## src/rtl/regfile_mp.sv

```systemverilog
// Multi-port register file with a per-register busy scoreboard.
// Sits between decode (reads, claims) and writeback (writes). Reads are
// registered with one cycle of latency. Same-cycle writes can optionally
// be forwarded to the reads. Register 0 can optionally be hardwired to zero.
module regfile_mp #(
  parameter int addr_size = 5,
  parameter int cell_size = 32,
  parameter int n_read    = 2,
  parameter int n_write   = 2,
  parameter int zero_reg  = 1,
  parameter int bypass    = 1
) (
  input  logic                          clk,
  input  logic                          reset,
  input  logic [n_read*addr_size-1:0]   raddr,
  output logic [n_read*cell_size-1:0]   rdata,
  output logic [n_read-1:0]             rbusy,
  input  logic [n_write-1:0]            we,
  input  logic [n_write*addr_size-1:0]  waddr,
  input  logic [n_write*cell_size-1:0]  wdata,
  input  logic                          claim,
  input  logic [addr_size-1:0]          claim_addr,
  input  logic                          flush
);

  localparam int depth = 1 << addr_size;

  logic [cell_size-1:0]        r_mem [depth];
  logic [depth-1:0]            r_busy;
  logic [n_read*cell_size-1:0] r_rdata;
  logic [n_read-1:0]           r_rbusy;

  logic [n_write-1:0]          w_wvalid;
  logic                        w_claim_ok;
  logic [depth-1:0]            w_busy_nxt;
  logic [n_read*cell_size-1:0] w_rdata_nxt;
  logic [n_read-1:0]           w_rbusy_nxt;

  // Hardwired-zero register target: such writes and claims have no effect.
  function automatic logic is_zero_target(input logic [addr_size-1:0] a);
    return (zero_reg != 0) && (a == {addr_size{1'b0}});
  endfunction

  // Qualify each write port and the claim against the zero register.
  always_comb begin
    w_wvalid = {n_write{1'b0}};
    for (int j = 0; j < n_write; j++) begin
      w_wvalid[j] = we[j] && !is_zero_target(waddr[j*addr_size +: addr_size]);
    end
    w_claim_ok = claim && !is_zero_target(claim_addr);
  end

  // Next busy vector: flush, then writeback clears, then the claim (the newest producer wins).
  always_comb begin
    w_busy_nxt = flush ? {depth{1'b0}} : r_busy;
    for (int j = 0; j < n_write; j++) begin
      w_busy_nxt[waddr[j*addr_size +: addr_size]] =
        w_wvalid[j] ? 1'b0 : w_busy_nxt[waddr[j*addr_size +: addr_size]];
    end
    w_busy_nxt[claim_addr] = w_claim_ok ? 1'b1 : w_busy_nxt[claim_addr];
  end

  // Read path: the stored value, optionally overridden by the highest-index matching write.
  always_comb begin
    w_rdata_nxt = {(n_read*cell_size){1'b0}};
    w_rbusy_nxt = {n_read{1'b0}};
    for (int i = 0; i < n_read; i++) begin
      if (is_zero_target(raddr[i*addr_size +: addr_size])) begin
        w_rdata_nxt[i*cell_size +: cell_size] = {cell_size{1'b0}};
        w_rbusy_nxt[i] = 1'b0;
      end else begin
        w_rdata_nxt[i*cell_size +: cell_size] = r_mem[raddr[i*addr_size +: addr_size]];
        w_rbusy_nxt[i] = r_busy[raddr[i*addr_size +: addr_size]];
      end
      for (int j = 0; j < n_write; j++) begin
        if ((bypass != 0) && w_wvalid[j] &&
            (waddr[j*addr_size +: addr_size] == raddr[i*addr_size +: addr_size])) begin
          w_rdata_nxt[i*cell_size +: cell_size] = wdata[j*cell_size +: cell_size];
          w_rbusy_nxt[i] = 1'b0;
        end else begin
          w_rdata_nxt[i*cell_size +: cell_size] = w_rdata_nxt[i*cell_size +: cell_size];
          w_rbusy_nxt[i] = w_rbusy_nxt[i];
        end
      end
    end
  end

  // State update. Later write ports overwrite earlier ones, so the highest index wins.
  always_ff @(posedge clk) begin
    if (reset) begin
      for (int k = 0; k < depth; k++) begin
        r_mem[k] <= {cell_size{1'b0}};
      end
      r_busy  <= {depth{1'b0}};
      r_rdata <= {(n_read*cell_size){1'b0}};
      r_rbusy <= {n_read{1'b0}};
    end else begin
      for (int j = 0; j < n_write; j++) begin
        if (w_wvalid[j]) begin
          r_mem[waddr[j*addr_size +: addr_size]] <= wdata[j*cell_size +: cell_size];
        end
      end
      r_busy  <= w_busy_nxt;
      r_rdata <= w_rdata_nxt;
      r_rbusy <= w_rbusy_nxt;
    end
  end

  assign rdata = r_rdata;
  assign rbusy = r_rbusy;

endmodule
```

## config.mk

```make
export PLATFORM = sky130hd
export DESIGN_NAME = regfile_mp
export DESIGN_NICKNAME = d
export VERILOG_FILES = /design/src/rtl/regfile_mp.sv
export SDC_FILE = /design/constraint.sdc
export NUM_CORES = 2
export LEC_CHECK = 0
export CORE_MARGIN = 2
export CORE_UTILIZATION = 42
export CTS_CLUSTER_DIAMETER = 60
export DETAILED_ROUTE_END_ITERATION = 10
export SLEW_MARGIN = 10
export SYNTH_ARGS = -nofsm -noshare
export SYNTH_HDL_FRONTEND = slang
export SYNTH_SLANG_ARGS = --single-unit
```

## constraint.sdc

```tcl
create_clock -name clk -period 4.91 [get_ports clk]
set_input_delay 1.2275 -clock clk [delete_from_list [all_inputs] [get_ports clk]]
set_output_delay 1.2275 -clock clk [all_outputs]
set_load 0.01 [all_outputs]
```

==> flow_summary.json <==
{
  "status": "finished, final reports clean",
  "drive_gt1_frac": 0.239,
  "root_buffer": "clkbuf_16",
  "synth_area_leaders": "edfxtp_1 46%, a22o_1 13%, mux4_2 9.4%",
  "holdWs_ns": 0.674,
  "vdd_drop_max_uv": 392,
  "max_cap_violations": 0,
  "fin_area_mm2": 0.0790,
  "cp_cell_sequence": "clkdlybuf4s50_1 -> buf_4 -> buf_12 -> mux4_2 -> a21oi_1 -> nor3_1 -> buf_12 -> and3_1 -> buf_4 -> a311oi_1 -> o31ai_1 -> a21boi_0 -> nor3_1 -> and4_1 -> buf_4 -> a311oi_2",
  "core-area_mm2": 0.158,
  "min-delay-start": "r_busy[0]$_SDFF_PP0_",
  "switching_share": 0.279,
  "avgSynthCellArea_um2": 12.2,
  "synthFlopType": "edfxtp_1",
  "hpwlAfterDp_um": 191000,
  "clockBufferDepth": 3,
  "multiInputGateArea_mm2": 0.0316,
  "seqPwrFrac": 0.440,
  "yosys_warnings": 0,
  "path_buf_inv": 6,
  "startpoint_type": "input port",
  "p_comb_frac": 0.158,
  "crit_type": "input port to flip-flop",
  "clk_pin_slew_ns": 0.05,
  "grt_pass1_vias": 55400,
  "worst_pin_slew_ns": 1.25,
  "arrival_ns": 5.16,
  "timing.final.crit_share": 0.922,
  "grt_util_all_layers": 0.382,
  "cpPeakStageDelay_ns": 0.51,
  "synth_cells": 5480,
  "r2r_end": "r_busy[13]$_SDFF_PP0_",
  "grt_overflow": 0,
  "cts_tree": "yes",
  "clk_latency_ns": 0.80,
  "fin_crit_ns": 4.53,
  "yosysUniqueCellTypes": 83,
  "syn2layout_area_growth_pct": 18.4,
  "async_flop_share": 0,
  "drt-total-wl_um": 318000,
  "ff2ff_path_depth": 14,
  "start_util": 0.422,
  "cts_resized": 0,
  "min_to": "r_busy[0]$_SDFF_PP0_",
  "p_int_mw": 18.6,
  "ant_nets": 0,
  "worstPathRequired_ns": 5.54,
  "cp_slowest_cell": "mux4_2",
  "ys_seq_elements": 1122,
  "wl_per_cell_um": 40.7,
  "setup_violations": 0,
  "maxSlewHeadroom": 0.162,
  "cts_setup_buffers": 0,
  "min_path_cells": 3,
  "finalClockSkew_ns": 0.0470,
  "dpl-instance-area_mm2": 0.0745,
  "crit_fanout": 14,
  "vias_per_cell": 7.42,
  "end_kind": "flip-flop",
  "tns_ns": 0,
  "die_h_um": 403,
  "worst_hold_path_type": "flip-flop to flip-flop",
  "clock_sinks": 1122,
  "cts_hold_buf": 0,
  "seq_area_mm2": 0.0327,
  "synth_edf_count": 1024,
  "p_leak_nw": 27.6,
  "fmax_ghz": 0.221,
  "cts_buffers": 138,
  "via_count": 57800,
  "route.detailed.drc": 0,
  "die-area_mm2": 0.162,
  "cp.depth": 16,
  "yosysTopAreaCell": "edfxtp_1",
  "p_clk_frac": 0.402,
  "yosysTopAreaCellShare": 0.460,
  "power.density_mw_per_mm2": 326,
  "htree_levels": 4,
  "report.final.slew_viol_count": 0,
  "p_switching_mw": 7.18,
  "drt_iter0_drc": 8743,
  "first_pass_iters": 6,
  "die_w_um": 403,
  "nets": 5692,
  "crit_family": "buffers and inverters",
  "crit_top_cell": "buf_4",
  "dpl_worst_slack_ns": -0.361,
  "gp_congestion": 0.933,
  "r2r_slack_ns": 1.05,
  "worst_slack_ns": 0.381,
  "rr_startpoint": "r_busy[27]$_SDFF_PP0_",
  "n_fill_cell": 13600,
  "rows": 146,
  "netlist_area_mm2": 0.0668,
  "rsz0062_at_grt": "no",
  "seq_area_frac_synth": 0.490,
  "grt_antenna_before_repair": 21,
  "hold_viol_final": 0,
  "place.port_buffers": 160,
  "grt_max_degree": 67,
  "grt_first_pass_wirelength_um": 434000,
  "ios": 161
}
synth_stat cells (all sizes together) (27+ instances only):
cell type	count
a22o	992
a311oi	78
o211ai	143
edfxtp	1024
nor3	47
nor2	348
dfxtp	98
mux4	280
mux2	136
clkbuf	646
a211oi	34
a22oi	138
nand2b	27
buf	161
mux2i	396
a221oi	136
o21ai	220
nand2	137
a21oi	176
or3	41
per-layer routing:
layer  share of wire  vias to the layer above  wire length [µm]  track usage
met5         0.00057                        -               181            0
met1            0.37                    29000            116000        0.494
li1                -                    22600                 -            -
met2            0.42                     5113            135000        0.552
met3            0.15                     1126             46400        0.143
met4           0.064                       16             20400        0.209
worst min-delay path, delay by kind of cell (launching register included):
kind | cells | cell delay (ns)
flops | 1 | 0.29
simple gates | 2 | 0.17
buf+inv | 1 | 0.16
power groups by stage:
stage | Combinational, mW | Sequential, mW | Clock, mW
global placement | 3.92 | 11.5 | 0
finish | 4.08 | 11.3 | 10.3
global route | 4.17 | 11.4 | 10.7
CTS | 3.95 | 11.3 | 10.4
floorplan | 2.16 | 11.4 | 0
detailed placement | 3.93 | 11.5 | 0
area by class of cell:
cell class | instances | share of cell area
Multi-Input combinational cell | 3577 | 0.399
Sequential cell | 1122 | 0.414
Tap cell | 2072 | 0.0328
Clock buffer | 182 | 0.0481
Clock inverter | 71 | 0.00896
Inverter | 5 | 0.000237
Antenna cell | 14 | 0.000443
Timing Repair Buffer | 753 | 0.0962
cell families after synthesis:
| family | Yosys count | synth area share |
|---|---|---|
| flops | 1122 | 0.490 |
| xor+xnor | 24 | 0.00315 |
| buf+inv | 812 | 0.0470 |
| mux | 812 | 0.177 |
| compound gates | 2005 | 0.236 |
| simple gates | 704 | 0.0476 |
| other cells | 1 | 0.0000562 |
through the flow:
step           std cells  utilization  power (mW)
4_1_cts             7782        0.499        25.6
3_3_place_gp        7529        0.471        15.4
2_1_floorplan       5511            -        13.6
3_5_place_dp        7529        0.471        15.4
6_report            7796        0.500        25.7
5_1_grt             7785        0.500        26.3
sequential cells by signal, indices dropped and copies added (netlist names):
signal,cells
r_mem,1024
rdata,64
r_busy,32
rbusy,2
cell usage in the layout (no fill, tap or decap), types with 12 or more instances in the layout:
cell type / instances
edfxtp_1: 1024
a22o_1: 992
buf_4: 471
mux2i_1: 396
nor2_1: 314
mux4_2: 280
o21ai_0: 219
a21oi_1: 174
clkdlybuf4s50_1: 143
o211ai_1: 142
clkbuf_16: 142
a22oi_1: 138
nand2_1: 137
mux2_2: 136
a221oi_1: 135
buf_12: 126
dfxtp_1: 98
a311oi_1: 74
nor2_4: 33
conb_1: 32
nor3_2: 31
or3_2: 31
clkbuf_1: 30
a211oi_1: 28
nand2b_1: 24
clkinv_2: 24
nand3_1: 21
clkinv_1: 21
nor2b_1: 19
nor3_1: 16
a31oi_1: 15
diode_2: 14
xnor2_1: 12
xor2_1: 12
worst max-delay path by stage:
stage | start | to | slack [ns]
floorplan | waddr[4] | r_busy[4]$_SDFF_PP0_ | 0.63
finish | waddr[0] | r_busy[17]$_SDFF_PP0_ | 0.38
global placement | waddr[2] | r_busy[12]$_SDFF_PP0_ | -0.39
CTS | waddr[2] | r_busy[17]$_SDFF_PP0_ | 0.45
detailed placement | waddr[2] | r_busy[27]$_SDFF_PP0_ | -0.36
global route | waddr[2] | r_busy[27]$_SDFF_PP0_ | 0.14
(Power assumes the default switching activity.)
